===== config.mk =====
export PLATFORM = sky130hd
export DESIGN_NAME = dual_issue_scheduler
export DESIGN_NICKNAME = d
export VERILOG_FILES = /design/src/rtl/dual_issue_scheduler.sv
export SDC_FILE = /design/constraint.sdc
export NUM_CORES = 1
export LEC_CHECK = 0
export BUFFER_PORTS_ARGS = -buffer_cell sky130_fd_sc_hd__buf_2
export CORE_ASPECT_RATIO = 0.9
export CORE_MARGIN = 1.5
export CORE_UTILIZATION = 35
export DETAILED_ROUTE_END_ITERATION = 8
export MAX_ROUTING_LAYER = met4
export PLACE_DENSITY = 0.65
export REMOVE_ABC_BUFFERS = 1
export SLEW_MARGIN = 20
export SYNTH_ARGS = -nofsm -noshare
export SYNTH_HDL_FRONTEND = slang
export SYNTH_SLANG_ARGS = --single-unit
export TNS_END_PERCENT = 1

===== constraint.sdc =====
create_clock -name clk -period 3.9 [get_ports clk]
set_input_delay 0.39 -clock clk [delete_from_list [all_inputs] [get_ports clk]]
set_output_delay 0.39 -clock clk [all_outputs]
set_load 0.005 [all_outputs]

===== src/rtl/dual_issue_scheduler.sv =====
// In-order dual-issue scheduler: pair buffer, one-entry hold slot and a RAW scoreboard
// HAZARD_DEPTH issue cycles deep. Define ISSUE_STATS_EN to add saturating issue/stall counters.
module dual_issue_scheduler #(
    parameter int HAZARD_DEPTH = 3
`ifdef ISSUE_STATS_EN
    ,
    parameter int STAT_W = 16
`endif
) (
    input  logic        clk,
    input  logic        rst,
    input  logic        in_valid,
    output logic        in_ready,
    input  logic [15:0] instr0_in,
    input  logic [15:0] instr1_in,
    input  logic        out_ready,
    input  logic        flush,
    output logic        issue0_valid,
    output logic        issue1_valid,
    output logic [15:0] issue0,
    output logic [15:0] issue1,
    output logic        stall_o
`ifdef ISSUE_STATS_EN
    ,
    output logic [STAT_W-1:0] stall_cnt,
    output logic [STAT_W-1:0] single_cnt,
    output logic [STAT_W-1:0] dual_cnt
`endif
);

    function automatic logic is_nop(input logic [15:0] x);
        return x[15:12] == 4'd0;
    endfunction

    // rt only counts as a source for register-register forms
    function automatic logic reads(input logic [15:0] x, input logic [2:0] r);
        return !is_nop(x) && ((x[7:5] == r) || (!x[11] && (x[4:2] == r)));
    endfunction

`ifdef ISSUE_STATS_EN
    function automatic logic [STAT_W-1:0] sat_inc(input logic [STAT_W-1:0] v);
        return (&v) ? v : v + 1'b1;
    endfunction
`endif

    logic                    pb_valid;
    logic [15:0]             pb0;
    logic [15:0]             pb1;
    logic                    hold_valid;
    logic [15:0]             hold;
    logic [HAZARD_DEPTH-1:0] sb_v0;
    logic [HAZARD_DEPTH-1:0] sb_v1;
    logic [2:0]              sb_rd0 [HAZARD_DEPTH];
    logic [2:0]              sb_rd1 [HAZARD_DEPTH];

    logic [15:0] c0, c1, lane0;
    logic        c0_present, c1_present, nop0, nop1;
    logic        haz0, haz1, intra;
    logic        iss0, iss1, cons0;
    logic        lane0_v, lane1_v;
    logic        to_hold, stall_nxt, accept, sb_shift;

    always_comb begin
        c0         = hold_valid ? hold : pb0;
        c1         = pb1;
        c0_present = hold_valid | pb_valid;
        c1_present = !hold_valid & pb_valid;
        nop0       = is_nop(c0);
        nop1       = is_nop(c1);
        haz0       = 1'b0;
        haz1       = 1'b0;
        for (int i = 0; i < HAZARD_DEPTH; i++) begin
            if (sb_v0[i] && reads(c0, sb_rd0[i])) haz0 = 1'b1;
            if (sb_v1[i] && reads(c0, sb_rd1[i])) haz0 = 1'b1;
            if (sb_v0[i] && reads(c1, sb_rd0[i])) haz1 = 1'b1;
            if (sb_v1[i] && reads(c1, sb_rd1[i])) haz1 = 1'b1;
        end
        intra = !nop0 && (reads(c1, c0[10:8]) || (!nop1 && (c1[10:8] == c0[10:8])));
        iss0  = c0_present & !nop0 & !haz0;
        cons0 = c0_present & (nop0 | iss0);
        iss1  = c1_present & cons0 & !nop1 & !haz1 & !intra;
        // Issued instructions pack into lane 0 first, so a consumed NOP frees its lane
        lane0_v   = iss0 | iss1;
        lane1_v   = iss0 & iss1;
        lane0     = iss0 ? c0 : c1;
        to_hold   = c1_present & cons0 & !iss1 & !nop1;
        stall_nxt = !iss0 & !iss1 & ((c0_present & !nop0) | (c1_present & !nop1));
        in_ready  = out_ready & !rst & !flush & (!pb_valid | (!hold_valid & cons0));
        accept    = in_valid & in_ready;
        sb_shift  = flush | out_ready;
    end

    // issue stage: control state and registered outputs
    always_ff @(posedge clk) begin
        if (rst) begin
            pb_valid     <= 1'b0;
            hold_valid   <= 1'b0;
            issue0_valid <= 1'b0;
            issue1_valid <= 1'b0;
            issue0       <= 16'h0;
            issue1       <= 16'h0;
            stall_o      <= 1'b0;
            sb_v0        <= '0;
            sb_v1        <= '0;
        end else if (flush) begin
            pb_valid     <= 1'b0;
            hold_valid   <= 1'b0;
            issue0_valid <= 1'b0;
            issue1_valid <= 1'b0;
            issue0       <= 16'h0;
            issue1       <= 16'h0;
            stall_o      <= 1'b0;
            // in-flight producers still write back, so age them out with bubbles
            for (int i = HAZARD_DEPTH - 1; i > 0; i--) begin
                sb_v0[i] <= sb_v0[i-1];
                sb_v1[i] <= sb_v1[i-1];
            end
            sb_v0[0] <= 1'b0;
            sb_v1[0] <= 1'b0;
        end else if (out_ready) begin
            issue0_valid <= lane0_v;
            issue1_valid <= lane1_v;
            issue0       <= lane0_v ? lane0 : 16'h0;
            issue1       <= lane1_v ? c1 : 16'h0;
            stall_o      <= stall_nxt;
            if (to_hold) hold_valid <= 1'b1;
            else if (hold_valid && cons0) hold_valid <= 1'b0;
            if (accept) pb_valid <= 1'b1;
            else if (cons0 && !hold_valid) pb_valid <= 1'b0;
            for (int i = HAZARD_DEPTH - 1; i > 0; i--) begin
                sb_v0[i] <= sb_v0[i-1];
                sb_v1[i] <= sb_v1[i-1];
            end
            sb_v0[0] <= lane0_v;
            sb_v1[0] <= lane1_v;
        end
    end

    always_ff @(posedge clk) begin
        if (accept) begin
            pb0 <= instr0_in;
            pb1 <= instr1_in;
        end
        if (out_ready && !flush && to_hold) hold <= pb1;
        if (sb_shift) begin
            for (int i = HAZARD_DEPTH - 1; i > 0; i--) begin
                sb_rd0[i] <= sb_rd0[i-1];
                sb_rd1[i] <= sb_rd1[i-1];
            end
            sb_rd0[0] <= lane0[10:8];
            sb_rd1[0] <= c1[10:8];
        end
    end

`ifdef ISSUE_STATS_EN
    always_ff @(posedge clk) begin
        if (rst) begin
            stall_cnt  <= '0;
            single_cnt <= '0;
            dual_cnt   <= '0;
        end else if (out_ready && !flush) begin
            if (stall_nxt) stall_cnt <= sat_inc(stall_cnt);
            if (lane0_v && !lane1_v) single_cnt <= sat_inc(single_cnt);
            if (lane1_v) dual_cnt <= sat_inc(dual_cnt);
        end
    end
`endif

endmodule

==> results of run 1 <==
power by group:
part / total (W) / leakage (nW) / internal [W] / switching (W)
combinational: 0.000124 / 1.12 / 0.0000576 / 0.0000666
clock: 0.000949 / 0.157 / 0.000516 / 0.000433
sequential: 0.00126 / 0.949 / 0.00122 / 0.0000375
total: 0.00233 / 2.23 / 0.00180 / 0.000537
state kept, by name (all words and copies together), names as in the netlist:
signal	count
issue0	16
sb_v0	3
c1	16
hold	16
issue1	16
pb_valid	1
pb0	16
hold_valid	1
stall_o	1
sb_rd0	9
sb_rd1	9
sb_v1	3
synth_stat cells, drive strengths merged, types with 2 or more instances:
| cell type | count |
|---|---|
| edfxtp | 66 |
| xor2 | 59 |
| dfxtp | 41 |
| a22o | 26 |
| nand2 | 22 |
| xnor2 | 21 |
| inv | 19 |
| mux2i | 16 |
| nor4 | 16 |
| buf | 13 |
| o21ai | 10 |
| o22ai | 10 |
| a21oi | 9 |
| clkbuf | 8 |
| nor3 | 8 |
| nand4 | 6 |
| nor2 | 6 |
| o211a | 6 |
| o221ai | 6 |
| and4 | 3 |
| nand3 | 3 |
| or2 | 3 |
| or4 | 3 |
| a211oi | 2 |
| a21o | 2 |
| mux2 | 2 |
| o41a | 2 |
worst paths after layout:
path	from	endpoint	slack (ns)	cells after the start
worst max-delay path	hold_valid	in_ready	0.15	8
worst min-delay path	instr0_in[3]	pb0[3]	0.21	1
worst max register to register	hold_valid	hold[7]	0.30	8
worst min register to register	issue0[1]	issue0[1]	0.48	1
layer usage:
layer | GRT usage | part of all wire | vias up
li1 | - | - | 1616
met1 | 0.234 | 0.45 | 1655
met2 | 0.276 | 0.47 | 161
met3 | 0.0423 | 0.060 | 22
met4 | 0.0659 | 0.020 | 0
met5 | - | 0 | -
cells by family after synthesis:
kind of cell / synth area share
xor+xnor: 0.143
mux: 0.0397
simple gates: 0.0838
buf+inv: 0.0361
compound gates: 0.123
flops: 0.574
area by class of cell:
class / instances / area [um2] / share of cell area
Sequential cell: 107 / 2800 / 0.485
Multi-Input combinational cell: 251 / 1920 / 0.333
Timing Repair Buffer: 84 / 450 / 0.0779
Clock buffer: 9 / 225 / 0.0390
Tap cell: 168 / 210 / 0.0364
Clock inverter: 7 / 96.3 / 0.0167
Inverter: 19 / 71.3 / 0.0123
stage by stage:
step                      hold WS, ns  setup TNS (ns)  worst slack (ns)
after floorplan                 0.449          -45.98             -1.03
after global placement          0.462               0             0.459
after detailed placement        0.461               0             0.327
after CTS                       0.194               0             0.168
after global routing            0.199               0           0.00858
final                           0.207               0             0.154
==> results.toml, run 1 <==
[critical_path]
path_class = "flop to output port"
crit_arrival_ns = 3.36
cp_max_fo = 12
critical_path.top_delay_family = "simple AND/OR/NAND/NOR gates"
worstSetupEndpointType = "output port"
cp-start-kind = "flop"
required_ns = 3.51
crit_top_cell = "nor4_1"
path_cells = "mux2i_2, xnor2_1, nor4_1, nor4_1, nand3_2, a21o_1, a21oi_1, buf_2"
max_stage_delay_ns = 0.74
critical-path-slowest-cell = "dfxtp_1"
critPathBufInv = 1

[yosys]
synth_top_area_cell = "edfxtp_1"
synthTopCellsByArea = "edfxtp_1 (41%), dfxtp_1 (17%), xor2_1 (11%)"
synth_ff_type = "edfxtp_1"
async_reset_ff_frac = 0
synth_cell_types = 43
synthCells = 398
ys_seq_elements = 107
synth_top_area_frac = 0.406
ys.warnings.count = 0
synth_enable_flop_cells = 66
synth_area_um2 = 4880
seq_area_frac_synth = 0.574
syn_area_per_cell_um2 = 12.3

[sta]
relSlewSlack = 0.384
min_period_ns = 3.75
tightest_slew_ns = 0.923
slew_violations = 0
skew_ns = 0.0157
fmaxAchievable_mhz = 267
rsz0062_at_grt = "false"
min_period_over_period = 0.960
finalSetupViolations = 0
finalHoldViolations = 0

[placed_design]
dp_hpwl_um = 8600
dp.cells = 629
place_congestion = 0.944
placed_area_um2 = 5460
portBuffers = 72

[cts]
insertion_delay_ns = 0.36
cts_tree = "built"
clockBufferDepth = 2
htreeDepth = 3
post_cts_resized = 0
clkSinkCount = 107
clk_pin_slew_ns = 0.08
cts_buffers = 9
cts_setup_buffers = 0
ctsRootBufferMaster = "clkbuf_16"
hold_buffers = 0

[layout]
finish.utilization = 0.429
final_common_cell = "buf_2"
syn_to_final_growth_pct = 18.3
n_fill_cell = 1228
design_area_um2 = 5780
diodes = 0
final_net_count = 509
mostFrequentLayoutCells = "buf_2 (72), edfxtp_1 (66), xor2_1 (59)"
drive_gt1_frac = 0.237
stdcell_count = 645

[detailed_routing]
post_drt_wl_per_cell_um = 19.1
routed_wl_um = 12400
viasPerCell = 5.36
postRouteAntennaNets = 0
drt-initial-drc-count = 248
dr.pass1.iters = 5
drc_errors = 0
vias = 3454

[worst_hold_path]
hold_path_class = "input pin to flop"

[grt]
first_global_vias = 3464
grt_antenna_before_repair = 0
grt_start_max_net_pins = 35
grt-ovfl-total = 0
grt_usage = 0.180
grt_pass1_wl_um = 19300

[floorplan]
initial_core_util = 0.363
io_pins = 73
die_w_um = 128
rows = 40
fp.dieH_um = 115
dieArea_um2 = 14700
coreArea_um2 = 13500

[pwr]
p_leak_nw = 2.23
irDropWorstVdd_v = 0.000282
total_power_w = 0.00233
power_density_nw_per_um2 = 403

[job]
drv_cap = 0

[run_status]
status = "finished, final reports clean"
Power figures use the tool's default switching activity.
==> run 2: changes to the inputs <==
--- a/config.mk
+++ b/config.mk
@@ -8,10 +8,10 @@
 export BUFFER_PORTS_ARGS = -buffer_cell sky130_fd_sc_hd__buf_2
 export CORE_ASPECT_RATIO = 0.9
 export CORE_MARGIN = 1.5
-export CORE_UTILIZATION = 35
+export CORE_UTILIZATION = 40
 export DETAILED_ROUTE_END_ITERATION = 8
 export MAX_ROUTING_LAYER = met4
-export PLACE_DENSITY = 0.65
+export PLACE_DENSITY = 0.72
 export REMOVE_ABC_BUFFERS = 1
 export SLEW_MARGIN = 20
 export SYNTH_ARGS = -nofsm -noshare
==> results.toml, run 2 (synthesis results as in run 1) <==
[critical_path]
max_stage_delay_ns = 0.77
worstSetupEndpointType = "output port"
path_cells = "mux2i_1, xor2_1, a41o_1, nor4_1, nand3_2, a21o_1, a21oi_1, buf_2"
cp.depth = 8
required_ns = 3.51
path_class = "flop to output port"
crit_arrival_ns = 3.32
reg2reg_depth = 8
cp-start-kind = "flop"
cp_max_fo = 11
ff2ff_setup_slack_ns = 0.33
critical-path-slowest-cell = "dfxtp_1"
critical_path.top_delay_family = "flip-flops"
critPathBufInv = 1

[floorplan]
rows = 38
die_w_um = 119
initial_core_util = 0.408
io_pins = 73
fp.dieH_um = 108
dieArea_um2 = 12900
coreArea_um2 = 12000

[placed_design]
portBuffers = 72
placed_area_um2 = 5440
dp.cells = 620
dp_hpwl_um = 8290
place_congestion = 0.932

[worst_hold_path]
hold_path_class = "input pin to flop"
min_path_cells = 1

[detailed_routing]
dr.pass1.iters = 5
vias = 3450
drt-initial-drc-count = 277
drc_errors = 0
postRouteAntennaNets = 0
post_drt_wl_per_cell_um = 18.9
viasPerCell = 5.42
routed_wl_um = 12000

[layout]
drive_gt1_frac = 0.233
design_area_um2 = 5790
seq_area_um2 = 2800
syn_to_final_growth_pct = 18.5
multi_input_area_um2 = 1940
mostFrequentLayoutCells = "buf_2 (72), edfxtp_1 (66), xor2_1 (59)"
final_net_count = 508
stdcell_count = 636
diodes = 0
n_fill_cell = 1098
final_common_cell = "buf_2"

[run_status]
status = "finished, final reports clean"

[cts]
clkSinkCount = 107
cts_tree = "built"
insertion_delay_ns = 0.35
ctsRootBufferMaster = "clkbuf_16"
cts_buffers = 9
clockBufferDepth = 2
htreeDepth = 3
clk_pin_slew_ns = 0.07

[grt]
grt_usage = 0.200
grt_start_max_net_pins = 35
grt-ovfl-total = 0
grt_antenna_before_repair = 0
first_global_vias = 3527
grt_pass1_wl_um = 19000

[pwr]
irDropWorstVdd_v = 0.000333
p_leak_nw = 2.23
power_density_nw_per_um2 = 411

[sta]
finalHoldViolations = 0
slew_violations = 0
min_period_over_period = 0.951
finalSetupViolations = 0
relSlewSlack = 0.406
rsz0062_at_grt = "false"
fmaxAchievable_mhz = 270
skew_ns = 0.0114
min_period_ns = 3.71
tightest_slew_ns = 0.890

[job]
drv_cap = 0
-- run 2: cell types whose count changed in the layout (fill, tap and decap cells not counted) --
cell	before	now
buf_4	12	11
bufinv_16	1	2
inv_6	1	0
mux2i_2	3	1
mux2i_4	0	2
clkinv_8	2	1
clkbuf_1	0	1
-- run 2: per-layer routing --
| layer | GRT usage | up-vias | wire length, um |
|---|---|---|---|
| met1 | 0.265 | 1659 | 5480 |
| li1 | - | 1617 | - |
| met4 | 0.0672 | 0 | 166 |
| met3 | 0.0424 | 17 | 931 |
| met5 | - | - | 0 |
| met2 | 0.307 | 157 | 5430 |
-- run 2: metrics by stage --
step                utilization  hold WS (ns)  power, W  setup TNS, ns  worst slack [ns]
floorplan                     -         0.449   0.00135         -45.98             -1.03
global placement          0.454         0.461   0.00140              0             0.439
detailed placement        0.454         0.461   0.00141              0             0.331
CTS                       0.482         0.198   0.00239              0             0.145
global route              0.483         0.197   0.00245              0            0.0303
finish                    0.483         0.211   0.00238              0             0.192
-- run 2: layout make-up --
type,count,share of cell area
flip-flops and latches,107,0.484
repair buffers,83,0.0765
well taps,160,0.0346
inverters,19,0.0123
multi-input cells,251,0.335
clock inverters,6,0.0175
clock buffers,10,0.0396
-- run 2: worst reg2reg max path, cell delays in order (launching register included) --
cell and delay (ns):
dfxtp_1 0.77, buf_4 0.35, mux2_2 0.44, nand2_1 0.09
a211oi_1 0.08, o41a_1 0.47, or4_1 0.47, nor3_4 0.60
a22o_1 0.24
-- run 2: worst paths after layout --
check / start / to
worst min-delay path: instr1_in[12] / c1[12]
worst max-delay path: hold_valid / in_ready
worst max register to register: hold_valid / issue1[10]
worst min register to register: issue0[12] / issue0[12]
-- run 2: power breakdown --
part / switching (W) / total (W) / internal (W) / leakage (nW)
sequential: 0.0000375 / 0.00126 / 0.00122 / 0.949
combinational: 0.0000655 / 0.000123 / 0.0000575 / 1.12
clock: 0.000421 / 0.000994 / 0.000573 / 0.161
total: 0.000524 / 0.00238 / 0.00185 / 2.23
-- run 2: repair_timing --
action	in CTS	in global routing
hold buffers	0	0
setup endpoints to repair	0	1
buffers inserted	0	0
gates resized for setup	0	2
